`src/rtl/rob_commit.sv`:
```
// rob_commit: in-order retirement buffer for an out-of-order core.
//
// Entries are allocated at the tail in program order. Results arrive on the
// common data bus (CDB) in any order. Entries retire from the head in order,
// with at most one retirement per cycle.
//
// Ports:
//   clk, rst                   clock; synchronous active-low reset
//   alloc_valid/alloc_rd       allocation request and its destination register
//   alloc_ready/alloc_tag      a slot is free; tag given to the new entry (tail)
//   cdb_valid/cdb_tag/cdb_data result broadcast
//   flush                      discard every entry (mispredict recovery)
//   q_tag -> q_ready/q_data    operand lookup, with bypass from the CDB
//   commit_we/addr/data        register file write for the retiring entry
//   count                      number of occupied entries, 0..DEPTH
//
// Allocation handshake: an entry is taken on a rising edge where
// alloc_valid && alloc_ready && !flush. alloc_ready depends only on the
// registered count, never on alloc_valid, so the requester may hold
// alloc_valid high until it sees alloc_ready.
module rob_commit #(
  parameter int DEPTH = 8,
  parameter int TAG_W = 3
) (
  input  logic             clk,
  input  logic             rst,
  input  logic             alloc_valid,
  input  logic [4:0]       alloc_rd,
  output logic             alloc_ready,
  output logic [TAG_W-1:0] alloc_tag,
  input  logic             cdb_valid,
  input  logic [TAG_W-1:0] cdb_tag,
  input  logic [31:0]      cdb_data,
  input  logic             flush,
  input  logic [TAG_W-1:0] q_tag,
  output logic             q_ready,
  output logic [31:0]      q_data,
  output logic             commit_we,
  output logic [4:0]       commit_addr,
  output logic [31:0]      commit_data,
  output logic [TAG_W:0]   count
);

  localparam logic [TAG_W:0] DEPTH_CNT = (TAG_W+1)'(DEPTH);

  logic [DEPTH-1:0] busy_q, busy_d;
  logic [DEPTH-1:0] done_q, done_d;
  logic [4:0]       rd_q   [DEPTH];
  logic [4:0]       rd_d   [DEPTH];
  logic [31:0]      data_q [DEPTH];
  logic [31:0]      data_d [DEPTH];
  logic [TAG_W-1:0] head_q, head_d;
  logic [TAG_W-1:0] tail_q, tail_d;
  logic [TAG_W:0]   count_q, count_d;

  logic alloc_fire;
  logic cdb_fire;
  logic commit_fire;

  assign alloc_ready = (count_q < DEPTH_CNT);
  assign alloc_tag   = tail_q;
  assign count       = count_q;

  // Commit only looks at registered head state, so a result arriving on the
  // CDB this cycle cannot retire before the next cycle.
  assign alloc_fire  = alloc_valid && alloc_ready && !flush;
  assign cdb_fire    = cdb_valid && busy_q[cdb_tag] && !flush;
  assign commit_fire = rst && !flush && busy_q[head_q] && done_q[head_q];

  always_comb begin
    commit_we   = 1'b0;
    commit_addr = 5'd0;
    commit_data = 32'd0;
    if (commit_fire) begin
      // Entries targeting x0 retire without writing the register file.
      commit_we   = (rd_q[head_q] != 5'd0);
      commit_addr = rd_q[head_q];
      commit_data = data_q[head_q];
    end
  end

  // Operand lookup: a result on the CDB this cycle takes precedence over the
  // stored copy so consumers never miss a just-broadcast value.
  always_comb begin
    q_ready = 1'b0;
    q_data  = 32'd0;
    if (rst) begin
      if (cdb_valid && (cdb_tag == q_tag)) begin
        q_ready = 1'b1;
        q_data  = cdb_data;
      end else if (done_q[q_tag]) begin
        q_ready = 1'b1;
        q_data  = data_q[q_tag];
      end
    end
  end

  always_comb begin
    busy_d  = busy_q;
    done_d  = done_q;
    rd_d    = rd_q;
    data_d  = data_q;
    head_d  = head_q;
    tail_d  = tail_q;
    count_d = count_q;
    if (flush) begin
      busy_d  = '0;
      done_d  = '0;
      head_d  = '0;
      tail_d  = '0;
      count_d = '0;
    end else begin
      if (cdb_fire) begin
        done_d[cdb_tag] = 1'b1;
        data_d[cdb_tag] = cdb_data;
      end
      // Commit needs count >= 1 and alloc needs count < DEPTH, so when both
      // fire head and tail are different slots.
      if (commit_fire) begin
        busy_d[head_q] = 1'b0;
        head_d         = head_q + TAG_W'(1);
      end
      if (alloc_fire) begin
        busy_d[tail_q] = 1'b1;
        done_d[tail_q] = 1'b0;
        rd_d[tail_q]   = alloc_rd;
        tail_d         = tail_q + TAG_W'(1);
      end
      case ({alloc_fire, commit_fire})
        2'b10:   count_d = count_q + 1'b1;
        2'b01:   count_d = count_q - 1'b1;
        default: count_d = count_q;
      endcase
    end
  end

  always_ff @(posedge clk) begin
    if (!rst) begin
      busy_q  <= '0;
      done_q  <= '0;
      head_q  <= '0;
      tail_q  <= '0;
      count_q <= '0;
      for (int i = 0; i < DEPTH; i++) begin
        rd_q[i]   <= 5'd0;
        data_q[i] <= 32'd0;
      end
    end else begin
      busy_q  <= busy_d;
      done_q  <= done_d;
      head_q  <= head_d;
      tail_q  <= tail_d;
      count_q <= count_d;
      for (int i = 0; i < DEPTH; i++) begin
        rd_q[i]   <= rd_d[i];
        data_q[i] <= data_d[i];
      end
    end
  end

endmodule

```
`config.mk`:
```
export PLATFORM = sky130hd
export DESIGN_NAME = rob_commit
export DESIGN_NICKNAME = d
export VERILOG_FILES = /design/src/rtl/rob_commit.sv
export SDC_FILE = /design/constraint.sdc
export NUM_CORES = 1
export LEC_CHECK = 0
export BUFFER_PORTS_ARGS = -buffer_cell sky130_fd_sc_hd__buf_2
export CAP_MARGIN = 40
export CELL_PAD_IN_SITES_DETAIL_PLACEMENT = 0
export CELL_PAD_IN_SITES_GLOBAL_PLACEMENT = 1
export CORE_ASPECT_RATIO = 0.8
export CORE_UTILIZATION = 25
export DETAILED_ROUTE_END_ITERATION = 12
export HOLD_SLACK_MARGIN = 0.05
export MAX_ROUTING_LAYER = met4
export PLACE_DENSITY_LB_ADDON = 0.25
export SLEW_MARGIN = 10
export SYNTH_ARGS = -nofsm -noshare
export SYNTH_HDL_FRONTEND = slang
export SYNTH_SLANG_ARGS = --single-unit
```
`constraint.sdc`:
```
create_clock -name clk -period 2.5 [get_ports clk]
set_input_delay 0.125 -clock clk [delete_from_list [all_inputs] [get_ports clk]]
set_output_delay 0.125 -clock clk [all_outputs]
set_load 0.01 [all_outputs]
```
# Word level (Yosys, flattened, before mapping)
# Cells that the tools add are included.
# totals
ff_bits,322
inputBits,48
# op_classes
addsub,4
magnitude_cmp,14
n_eq_ne,3
mux,45
bitwise_logic,12
reduce_logical,19
# ops
op,count
$mux W32,9
$bwmux W256,1
$bmux W32 S3,2
$demux W32 S3,1
$mux W8,6
$bwmux W40,1
$mux W5,4
$and A8 B8 Y8,2
$ge A4 B4 Y1 const B,4
$lt A3 B4 Y1 const B,4
$not A3 Y4,4
$not A8 Y8,2
$or A8 B8 Y8,2
$bmux W5 S3,1
$demux W5 S3,1
$logic_and A1 B1 Y1,13
$bmux W1 S3,4
$mux W1,11
$demux W1 S3,3
$ge A3 B1 Y1 const B,3
$lt A4 B1 Y1 const B,2
$pmux W4 S2,1
$add A3 B1 Y3 const B,2
$reduce_bool A5 Y1,1
other kinds (11),13

# Depth between registers and ports, before layout
# logic_depth
ltp_word,10
mapped_depth,14

# Worst setup path after synthesis
# OpenSTA, ideal clock, no wires.
# synth_timing
path_kind,register to register
start,reg head_q[0]
end,"reg count_q[2], in the netlist count[2]"
arrival_time_ns,2.689
path_slack_ns,-0.260
stages_incl_launch_ff,14
path_cell_list,dfxtp_1 buf_4 mux4_2 o221ai_2 a21oi_2 nand2b_1 inv_1 ha_1 xor2_1 ha_1 a21oi_1 xnor2_1 or3_1 a21oi_1
# synth_via
elab_chain_len,6
word_cells_on_any_way,10
# synth_rtl
item,line_no,rtl
start: declaration,52,"logic [TAG_W-1:0] head_q, head_d;"
start signal: assignment,141,head_q <= '0;
start signal: assignment,151,head_q <= head_d;
$bmux W1 S3,68,assign commit_fire = rst && !flush && busy_q[head_q] && done_q[head_q];
$mux W1 (not written as such),68,
$logic_and A1 B1 Y1,68,
$logic_and A1 B1 Y1 (*),68,
named net commit_fire,58,logic commit_fire;
$eq A2 B1 Y1 / $eq A2 B2 Y1 (equally long branches),129,"case ({alloc_fire, commit_fire})"
$pmux W4 S2 / $reduce_bool A2 Y1 (equally long branches),-,
end signal: assignment,153,count_q <= count_d;
end: declaration,54,"logic [TAG_W:0] count_q, count_d;"
# Mark *: on every way through the listed nets, which the timed path passes. The rest lies on a longest branch. The select of a mux whose other input is x is not followed.
# A chain may end at the register's enable or synchronous reset.

# Worst setup path in the final report
# layout_timing
start,reg head_q[0]
end,out commit_we
# layout_via
elab_chain_len,6
word_cells_on_any_way,12
# layout_rtl
item,line_no,rtl
$not A3 Y4 (not written as such),76,commit_we = (rd_q[head_q] != 5'd0);
$bmux W5 S3,76,
$mux W5 (not written as such) (2 in series),76,
$reduce_bool A5 Y1,76,
$mux W1 (*),74,if (commit_fire) begin
end: declaration,38,"output logic commit_we,"
# Every way passes the cells marked *; elsewhere a longest branch is shown, timed or not. The select of a mux whose other input is x is not followed.

==> flow_summary.json <==
{
  "hold_path.class": "in -> reg",
  "drt_wl_total_mm": 64.7,
  "synth_top_area_share_pct": 37.1,
  "fin_ws_ns": -0.0946,
  "synth_seq_cells": 322,
  "grt_pass1_vias": 14300,
  "rr_worst_depth": 12,
  "syn_area_um2": 17400,
  "ir_worst_vdd_v": 0.000379,
  "synth_cells": 1799,
  "rr_startpoint": "head_q[0]",
  "max_freq_ghz": 0.385,
  "drive_gt1_share_pct": 29.5,
  "hp-start": "rst",
  "cts_inserted_buffers": 40,
  "worstPathArrival_ns": 2.47,
  "cts.clk_slew.worst_paths_ns": 0.06,
  "fin_crit_sh_pct": 104,
  "antenna_found_initial": 2,
  "p_leak_nw": 7.21,
  "tightest_slew_ns": 0.709,
  "layout_common_cells": "nand2_1 (591), dfxtp_1 (314), mux4_2 (139)",
  "skew_ns": 0.0198,
  "routabilityCongestion": 0.822,
  "core_um2": 68900,
  "drcViolationCount": 0,
  "stdcell_count": 2903,
  "tritoncts": "built",
  "worst_path_largest_cell_delay_ns": 0.50,
  "clockBufferDepth": 3,
  "dp_cells": 2783,
  "dp.final_hpwl_mm": 38.8,
  "max_cap_violations": 0,
  "dr_total_vias": 14500,
  "grt_max_degree": 115,
  "insertion_delay_ns": 0.56,
  "fin_crit_ns": 2.59,
  "yosys-top-cells-area": "dfxtp_1 (37%), mux4_2 (18%), nand2_1 (13%), mux2i_1 (6.9%), a21boi_2 (5.0%)",
  "synthToLayoutAreaGrowth_pct": 25.2,
  "crit_buf_inv": 4,
  "relSlewSlack_pct": 52.7,
  "clock-sinks": 322,
  "path_depth": 7,
  "ios": 127,
  "synthArstFlopShare_pct": 0,
  "ys_warn_count": 0,
  "die_y_um": 238,
  "grtUsageTotal_pct": 18.5,
  "rr_endpoint": "count[2]",
  "status": "finished, violations left",
  "final_common_cell": "nand2_1",
  "fillers": 7142,
  "critPathKind": "reg -> out",
  "powerDensity_nw_per_um2": 544,
  "final_hold_viol_count": 0,
  "hold_end": "data_q[143]",
  "portBuffers": 126,
  "grt_remaining_overflow": 0,
  "drtPass1Iterations": 5,
  "cp_max_fo": 11,
  "synth_flop_cell": "dfxtp_1",
  "failed_checks": "negative setup slack",
  "grt_pass1_wl_mm": 95.4,
  "synth_area_per_cell_um2": 9.67,
  "antenna_left": 0,
  "nets": 2004,
  "crit_slowest_cell": "mux4_2",
  "worstPathRequired_ns": 2.38,
  "yosysTopAreaCell": "dfxtp_1",
  "initial_core_util_pct": 25.3,
  "setup_violations": 35,
  "rrSetupSlack_ns": -0.05,
  "ys_seq_area_share_pct": 37.1,
  "via_per_inst": 5.01,
  "start_kind": "flop",
  "fp.dieW_um": 297,
  "drt_iter0_drc": 1035,
  "die_area_um2": 70600,
  "clock-root-buffer": "clkbuf_16",
  "finalPower_w": 0.0118,
  "synth_edf_count": 0,
  "cp-end-kind": "output pin",
  "synth_fp_nets": 1852,
  "fin_hold_ws_ns": 0.110,
  "whs_path_depth": 4,
  "cts_max_level": 2,
  "path_delay_family": "buffers and inverters",
  "synth.distinct_cells": 50,
  "rsz0062_at_grt": "yes",
  "wire_per_inst_um": 22.3,
  "slew_viol_final": 0,
  "crit_chain": "buf_6, buf_12, mux4_2, mux2i_1, buf_4, a31oi_1, buf_2",
  "rows": 86
}
-- where the power goes --
part	switching [W]	internal (W)	total, W	leakage, nW
clock network	0.00234	0.00347	0.00581	0.645
registers	0.0000272	0.00517	0.00520	2.60
logic	0.000495	0.000332	0.000827	3.96
-- per-stage QoR --
stage / setup WS, ns / util, % / cell area, um^2 / TNS (ns)
floorplan: -0.0896 / - / 17400 / -0.0896
global placement: -0.101 / 28.2 / 19400 / -0.101
detailed placement: -0.0268 / 28.2 / 19400 / -0.0268
CTS: -0.142 / 31.2 / 21500 / -4.03
global route: -0.171 / 31.6 / 21800 / -4.98
finish: -0.0946 / 31.6 / 21800 / -1.87
-- synthesized netlist by cell type (2+ instances only) --
cell and instances:
nand2_1 593, dfxtp_1 322, mux4_2 139, mux2i_1 120, a21boi_0 96, clkbuf_1 85
a21boi_2 77, a21boi_1 50, a21oi_1 46, buf_2 37, nand3_1 36, o32ai_1 32
buf_6 21, nor2_1 20, nor2b_1 17, buf_4 14, o21ai_0 11, inv_1 9
and3_1 7, a22oi_1 6, o211a_1 6, xnor2_1 6, buf_1 5, ha_1 5
a31oi_1 3, and2_1 3, or3_1 3, xor2_1 3, a21o_1 2, nand2b_1 2
nor4_4 2, o31ai_1 2, or3b_1 2
-- cell families after synthesis --
logic type,count (synthesis),share of synthesized area [%]
XOR/XNOR,9,0.453
adder cells (fa/ha/maj),5,0.360
buffers and inverters,171,5.16
AND/OR/NAND/NOR,693,16.1
flip-flops,322,37.1
multiplexers,260,25.0
AO/OA/AOI/OAI,339,15.9
-- worst max-delay path by stage --
stage                     startpoint               to  slack (ns)
after floorplan            head_q[0]         count[2]       -0.09
after global placement     head_q[0]         count[2]       -0.10
after detailed placement   head_q[0]         count[2]       -0.03
after CTS                  head_q[0]  commit_data[12]       -0.14
after global routing       head_q[0]        commit_we       -0.17
final                      head_q[0]        commit_we       -0.09
-- layer usage --
| layer | vias to the layer above | track usage (%) | part of all wire, % |
|---|---|---|---|
| met2 | 429 | 28.9 | 46 |
| met5 | - | - | 0 |
| li1 | 6668 | - | - |
| met4 | 0 | 4.87 | 2.0 |
| met1 | 7353 | 25.3 | 47 |
| met3 | 91 | 2.32 | 4.5 |
-- cell type report --
class	instances	area, um^2	share of cell area [%]
Clock inverter	10	115	0.529
Multi-Input combinational cell	1306	10400	47.7
Sequential cell	322	6460	29.7
Clock buffer	59	1180	5.43
Timing Repair Buffer	272	2430	11.2
Inverter	9	33.8	0.155
Antenna cell	1	2.50	0.0115
Tap cell	924	1160	5.31
-- worst min-delay path, cell delays in order --
cell      delay (ns)
clkbuf_8        0.13
buf_4           0.22
nand2_1         0.09
mux2i_1         0.05
-- timing repair --
item / in CTS / in global routing
resized for setup: 49 / 49
hold endpoints to repair: 296 / 0
buffers inserted: 9 / 2
cloned: 5 / 1
hold buffers: 37 / 0
pin swaps: 2 / 4
setup endpoints to repair: 54 / 56
-- state kept, by name, summed over array words and instances, names as in the netlist --
name	flops
done_q	8
count	4
busy_q	8
alloc_tag	3
data_q	256
rd_q	40
head_q	3
Power figures use the tool's default switching activity.
